[config.mk]
export PLATFORM = sky130hd
export DESIGN_NAME = fifo_sync_flex
export DESIGN_NICKNAME = d
export VERILOG_FILES = /design/src/rtl/fifo_sync_flex.sv
export SDC_FILE = /design/constraint.sdc
export NUM_CORES = 1
export LEC_CHECK = 0
export BUFFER_PORTS_ARGS = -buffer_cell sky130_fd_sc_hd__buf_2
export CORE_MARGIN = 2
export CORE_UTILIZATION = 60
export CTS_BUF_LIST = sky130_fd_sc_hd__clkbuf_4 sky130_fd_sc_hd__clkbuf_8
export DETAILED_ROUTE_END_ITERATION = 10
export PLACE_DENSITY = 0.86
export SLEW_MARGIN = 10
export SYNTH_ARGS = -nofsm -noshare
export SYNTH_HDL_FRONTEND = slang
export SYNTH_SLANG_ARGS = --single-unit
[constraint.sdc]
create_clock -name i_clk -period 4.1 [get_ports i_clk]
set_clock_uncertainty 0.15 [all_clocks]
set_input_delay 0.82 -clock i_clk [delete_from_list [all_inputs] [get_ports i_clk]]
set_output_delay 0.82 -clock i_clk [all_outputs]
set_load 0.05 [all_outputs]
[src/rtl/fifo_sync_flex.sv]
// Single-clock parametrised FIFO with wrap-bit pointers, programmable almost-full/almost-empty
// thresholds and a selectable registered or first-word-fall-through read port.
module fifo_sync_flex #(
  parameter int G_WIDTH  = 8,
  parameter int G_DEPTH  = 4,
  parameter int G_AFULL  = 14,
  parameter int G_AEMPTY = 2,
  parameter int G_FWFT   = 0
) (
  input  logic               i_clk,
  input  logic               i_rst,
  input  logic               i_wr,
  input  logic [G_WIDTH-1:0] i_data,
  input  logic               i_rd,
  output logic [G_WIDTH-1:0] o_data,
  output logic               o_valid,
  output logic               o_full,
  output logic               o_empty,
  output logic               o_almost_full,
  output logic               o_almost_empty,
  output logic [G_DEPTH:0]   o_fill_level,
  output logic               o_overflow,
  output logic               o_underflow
);

  localparam int              C_CAP    = 2 ** G_DEPTH;
  localparam logic [G_DEPTH:0] C_CAP_V   = (G_DEPTH + 1)'(C_CAP);
  localparam logic [G_DEPTH:0] C_AFULL_V = (G_DEPTH + 1)'(G_AFULL);
  localparam logic [G_DEPTH:0] C_AEMPT_V = (G_DEPTH + 1)'(G_AEMPTY);
  localparam logic [G_DEPTH:0] C_ZERO    = {(G_DEPTH + 1){1'b0}};
  localparam logic [G_DEPTH:0] C_ONE     = {{G_DEPTH{1'b0}}, 1'b1};

  if ((G_DEPTH < 1) || (G_AEMPTY < 0) || (G_AEMPTY >= G_AFULL) || (G_AFULL > C_CAP)) begin : g_bad_params
    $fatal(1, "fifo_sync_flex: illegal G_DEPTH/G_AFULL/G_AEMPTY combination");
  end

  logic [G_WIDTH-1:0] r_mem [C_CAP];
  logic [G_DEPTH:0]   r_wr_ptr;
  logic [G_DEPTH:0]   r_rd_ptr;
  logic [G_DEPTH:0]   w_fill;
  logic               w_full;
  logic               w_empty;
  logic               w_wr_en;
  logic               w_rd_en;

  // Flags decode from registered pointers only; the extra pointer bit disambiguates full from empty.
  assign w_fill  = r_wr_ptr - r_rd_ptr;
  assign w_full  = (w_fill == C_CAP_V);
  assign w_empty = (w_fill == C_ZERO);
  assign w_wr_en = i_wr & ~w_full;
  assign w_rd_en = i_rd & ~w_empty;

  assign o_fill_level   = w_fill;
  assign o_full         = w_full;
  assign o_empty        = w_empty;
  assign o_almost_full  = (w_fill >= C_AFULL_V);
  assign o_almost_empty = (w_fill <= C_AEMPT_V);
  assign o_overflow     = i_wr & w_full;
  assign o_underflow    = i_rd & w_empty;

  // Storage array, deliberately not reset; writes are suppressed while reset is asserted.
  always_ff @(posedge i_clk) begin
    if (w_wr_en && !i_rst) begin
      r_mem[r_wr_ptr[G_DEPTH-1:0]] <= i_data;
    end
  end

  // Write and read pointers.
  always_ff @(posedge i_clk) begin
    if (i_rst) begin
      r_wr_ptr <= C_ZERO;
      r_rd_ptr <= C_ZERO;
    end else begin
      if (w_wr_en) begin
        r_wr_ptr <= r_wr_ptr + C_ONE;
      end
      if (w_rd_en) begin
        r_rd_ptr <= r_rd_ptr + C_ONE;
      end
    end
  end

  if (G_FWFT != 0) begin : g_fwft
    assign o_data  = r_mem[r_rd_ptr[G_DEPTH-1:0]];
    assign o_valid = ~w_empty;
  end else begin : g_std
    logic [G_WIDTH-1:0] r_data;
    logic               r_valid;

    // Registered read port: data updates only on an accepted read, valid pulses for one cycle.
    always_ff @(posedge i_clk) begin
      if (i_rst) begin
        r_data  <= {G_WIDTH{1'b0}};
        r_valid <= 1'b0;
      end else begin
        r_valid <= w_rd_en;
        if (w_rd_en) begin
          r_data <= r_mem[r_rd_ptr[G_DEPTH-1:0]];
        end
      end
    end

    assign o_data  = r_data;
    assign o_valid = r_valid;
  end

endmodule

======== After elaboration in Yosys (flattened, before gate mapping) ========
Memories as Yosys holds them, arrays and structs flattened. A register that Yosys moved wholly into a read port is not among the register bits.
Index checks and enable logic that the tools add are counted.
storage, ports and cells
  register bits after elaboration ......... 11
  RAM bits ................................ 128
  input bits .............................. 12
  output and inout bits ................... 20
  logic and storage cells ................. 21
  memories kept ........................... 1
memories
  memory  words  width  rd ports  clocked after memory_dff  write ports  RTL line  RTL
  r_mem   16     8      1         1                         1            37        logic [G_WIDTH-1:0] r_mem [C_CAP];
operators by class
  add/subtract/negate cells ............... 3
  order comparisons ....................... 2
  eq/ne operators ......................... 1
  multiplexer cells ....................... 2
  bitwise operators ....................... 6
  reductions and logical operators ........ 3
operators by type and width
  kind                 count
  $add 5x1->5 const B  2
  $eq 5x5->1 const B   1
  $ge 5x4->1 const B   1
  $le 5x2->1 const B   1
  $logic_not 5->1      1
  $sub 5x5->5          1
  $and 1x1->1          4
  $mux 1               2
  $not 1->1            2
  $logic_and 1x1->1    1
  $logic_not 1->1      1

======== Depth between registers and ports, before layout ========
  word-level depth ........................ 7
  gate-level depth with buffers ........... 11
  mapped depth without buffers ............ 9

======== Worst setup path after synthesis ========
OpenSTA, ideal clock, no wires.
  path type ............................... reg-to-output
  start ................................... reg r_rd_ptr[2]
  end ..................................... out o_underflow
  arrival time ............................ 3228 ps
  required time ........................... 3130 ps
  path slack .............................. -98 ps
  stages on the path, launching flop included .. 11
  path buffers ............................ 3
  cell sequence ........................... dfxtp_1 -> buf_2 -> buf_2 -> inv_1 -> ha_1 -> nand2b_1 -> a21oi_2 -> xor2_2 -> inv_2 -> buf_2 -> nor3_1
on the way
  longest elaborated chain between the ends .. 3
RTL lines
  what                       RTL line  RTL
  from (decl)                39        logic [G_DEPTH:0] r_rd_ptr;
  from (signal assigned)     78        r_rd_ptr <= r_rd_ptr + C_ONE;
  $sub 5x5->5                47        assign w_fill = r_wr_ptr - r_rd_ptr;
  named net o_fill_level[4]  21        output logic [G_DEPTH:0] o_fill_level,
  $logic_not 5->1            49        assign w_empty = (w_fill == C_ZERO);
  $and 1x1->1                59        assign o_underflow = i_rd & w_empty;
  to (decl)                  23        output logic o_underflow
The timed path passes the listed nets, and every way through them passes these cells.

======== Final worst setup path ========
  start ................................... reg r_wr_ptr[0]
  end ..................................... out o_almost_empty
on the way
  longest elaborated chain between the ends .. 2
RTL lines
  what                    RTL line  RTL
  from (decl)             38        logic [G_DEPTH:0] r_wr_ptr;
  from (signal assigned)  75        r_wr_ptr <= r_wr_ptr + C_ONE;
  $sub 5x5->5             47
  $le 5x2->1              57        assign o_almost_empty = (w_fill <= C_AEMPT_V);
  to (decl)               20        output logic o_almost_empty,
Every way passes these cells.

==> results.yml <==
clock_tree:
  tritoncts: "done"
  cts_buffers: 17
  clkTransAtPathRegs_ps: 90
  holdBufCountCts: 0
  clockRootBuffer: "clkbuf_8"
  htreeDepth: 4
  clock_sinks: 147
  cts_max_path_buffers: 2
  clock_latency_ps: 440
worst_setup_path:
  crit_chain: "inv_1 -> ha_1 -> fa_1 -> nand2b_1 -> a21oi_2 -> xor2_2 -> inv_2 -> a2111oi_4 -> clkbuf_4"
  cp-end-kind: "output pin"
  setup.reg_to_reg.worst_slack_ps: 500
  r2r-end: "r_mem[10][3]"
  reg2reg_from: "r_wr_ptr[0]"
  cpMaxStageDelayCell: "dfxtp_1"
  crit_type: "reg2out"
  timing.critical_path.buf_inv: 3
  cp-start-kind: "register"
  worstPathArrival_ps: 2980
  reg2regPathDepth: 9
  required_ps: 3130
  cpPeakStageDelay_ps: 420
  cp_max_fo: 17
  crit_family: "adder cells"
floorplanning:
  io_pins: 32
  rows: 37
  start_util_pct: 60.71
  dieArea_sq_um: 11130
  fp.dieW_um: 105.5
  die_h_um: 105.5
  core_area_sq_um: 10180
route:
  viasPerCell: 6.440
  antenna_violating_nets_post_route: 0
  drcViolationCount: 0
  drtPass1Iterations: 5
  wl_per_cell_um: 23.19
  drt_wl_total_um: 13120
  num_vias: 3645
  drtIter0Drc: 377
synth:
  yosysTopAreaCell: "edfxtp_1"
  synthMuxAreaShare_pct: 13.64
  synth-seq-cells: 147
  synth_simple_gate_area_share_pct: 6.698
  synthXorXnorAreaFrac_pct: 0.8094
  synthesis.area_sq_um: 6183
  synth_adder_area_share_pct: 2.145
  synth_compound_area_share_pct: 5.362
  synth_top_area_share_pct: 62.16
  synth_fp_nets: 392
  async_reset_ff_share_pct: 0
  synth_edf_count: 128
  synth.area.top_cells: "edfxtp_1 (62%), mux4_2 (11%), dfxtp_1 (6.2%)"
  syn_area_per_cell_sq_um: 16.71
  synth_cells: 370
  synth_top_family_by_area: "multiplexers"
  synth_warnings: 0
  synth_cell_type_count: 46
  yosysSeqAreaShare_pct: 68.31
  synth_top_flop_cell: "edfxtp_1"
power:
  clkPwrFrac_pct: 23.3
  comb_power_share_pct: 40.2
  cellPowerDensity_nw_per_um2: 689.9
  p_leak_nw: 2.352
  vdd_drop_max_mv: 0.8130
  p_total_mw: 4.837
  switching_share_pct: 41.34
  cell_internal_pwr_mw: 2.838
  power_switching_mw: 2.000
  pwr-share-seq_pct: 36.6
sta:
  rsz0062_at_grt: "true"
  worst_slack_ps: 146.8
  tns_ps: 0
  period_minus_slack_ps: 3953
  hold_violations: 0
  setup_viol: 0
  tightest_slew_ps: 862.4
  fin_crit_sh_pct: 96.42
  fin_worst_hold_slack_ps: 324.6
  relSlewSlack_pct: 42.50
  max_freq_mhz: 253.0
  drv_slew: 0
finish:
  finish.utilization_pct: 68.85
  multi_input_area_sq_um: 1848
  diodes: 0
  syn_to_final_growth_pct: 13.40
  fin_cells: 566
  regArea_sq_um: 4225
  fillCellCount: 612
  fin_nets: 439
  drive_gt1_share_pct: 30.70
  fin_area_sq_um: 7012
grt:
  grt_pass1_wl_um: 20090
  antenna_found_initial: 0
  grt_usage_pct: 24.84
  grt_overflow: 0
  grt_pass1_vias: 3616
  grt_max_degree: 38
worst_hold_path:
  min_path_type: "reg2reg"
  hp-start: "o_data[6]"
  whs_path_depth: 2
  min_to: "o_data[6]"
placement:
  io_buffer_count: 31
  place_ws_ps: 49.28
  place_area_sq_um: 6591
  gp_congestion: 0.8120
  dpl.hpwl_um: 8337
  dp_cells: 534
run:
  cap_violations: 0
run_status:
  outcome: "finished clean"
[worst max path at each step]
| stage | end | start | cells after the start |
|---|---|---|---|
| 4_1_cts | o_empty | r_wr_ptr[0] | 8 |
| 2_1_floorplan | r_mem[1][0] | r_rd_ptr[2] | 10 |
| 6_report | o_almost_empty | r_wr_ptr[0] | 9 |
| 3_3_place_gp | r_mem[14][5] | r_wr_ptr[0] | 9 |
| 3_5_place_dp | r_mem[10][3] | r_wr_ptr[0] | 9 |
| 5_1_grt | o_empty | r_wr_ptr[0] | 8 |
[synth_stat cells (3+ instances only)]
library cell  instances
nor3_1                6
inv_1                15
ha_1                  9
nand2b_1              3
edfxtp_1            128
nand4_1               8
mux2i_1               4
nor2_1               28
nor4_1                8
nor4b_1               4
o211ai_1              6
nor2b_1               5
dfxtp_1              19
a21oi_1               5
buf_2                 9
mux4_2               31
clkbuf_1             10
o22ai_1              13
nand2_1              11
o311ai_1              6
mux2_1                8
buf_6                 3
[power by group through the flow]
| stage | clock network, mW | logic (mW) | registers (mW) |
|---|---|---|---|
| 2_1_floorplan | 0 | 1.37 | 1.94 |
| 4_1_cts | 1.13 | 1.89 | 1.77 |
| 6_report | 1.13 | 1.94 | 1.77 |
| 3_5_place_dp | 0 | 1.87 | 1.80 |
| 3_3_place_gp | 0 | 1.83 | 1.79 |
| 5_1_grt | 1.19 | 2.05 | 1.78 |
[cells by family (layout without fill, tap and decap cells)]
logic type                 after synthesis  in the layout
adders and majority gates               10             10
buffers and inverters                   40            100
and+or+nand+nor                         80             80
muxes                                   44             44
xor gates and xnor gates                 4              4
AOI/OAI and AO/OA                       45             45
DFF                                    147            147
[tightest hold or removal path, cell delays in order (launching register included)]
cell	delay [ps]
dfxtp_1	320
nand2_1	60
mux2i_1	60
[metal layers]
layer | vias to the layer above | GRT usage, % | share of wire (%)
li1 | 1573 | - | -
met1 | 1788 | 32.42 | 38
met2 | 243 | 40.09 | 51
met3 | 41 | 5.318 | 8.0
met4 | 0 | 12.22 | 3.8
met5 | - | 0 | 0
[cells in the final DEF, fill, tap and decap left out, drive strengths merged, types with 6 or more instances in the layout]
master / n
nor4: 9
ha: 9
clkbuf: 18
o22ai: 13
nand4: 8
nand2: 11
o211ai: 6
mux2: 9
edfxtp: 128
inv: 27
mux4: 31
nor2: 28
o311ai: 6
a21oi: 7
nor3: 6
buf: 50
dfxtp: 19
[registers in the layout, summed over array words and instances, names as in the netlist]
signal,cells
r_mem,128
o_data,8
r_rd_ptr,5
r_wr_ptr,5
o_valid,1
[cell type report]
| cell class | instances | area share [%] |
|---|---|---|
| sequential | 147 | 60.26 |
| multi-input combinational | 183 | 26.36 |
| timing repair buffer | 51 | 4.390 |
| clock buffer | 17 | 3.337 |
| tap | 136 | 2.427 |
| clock inverter | 15 | 2.320 |
| inverter | 17 | 0.9101 |
[repair_timing]
action | 4_1_cts | 5_1_grt
setup buffers | 0 | 0
gates resized for setup | 1 | 3
endpoints found under the setup margin | 11 | 4
No activity file was read; power rests on OpenSTA's default activity.
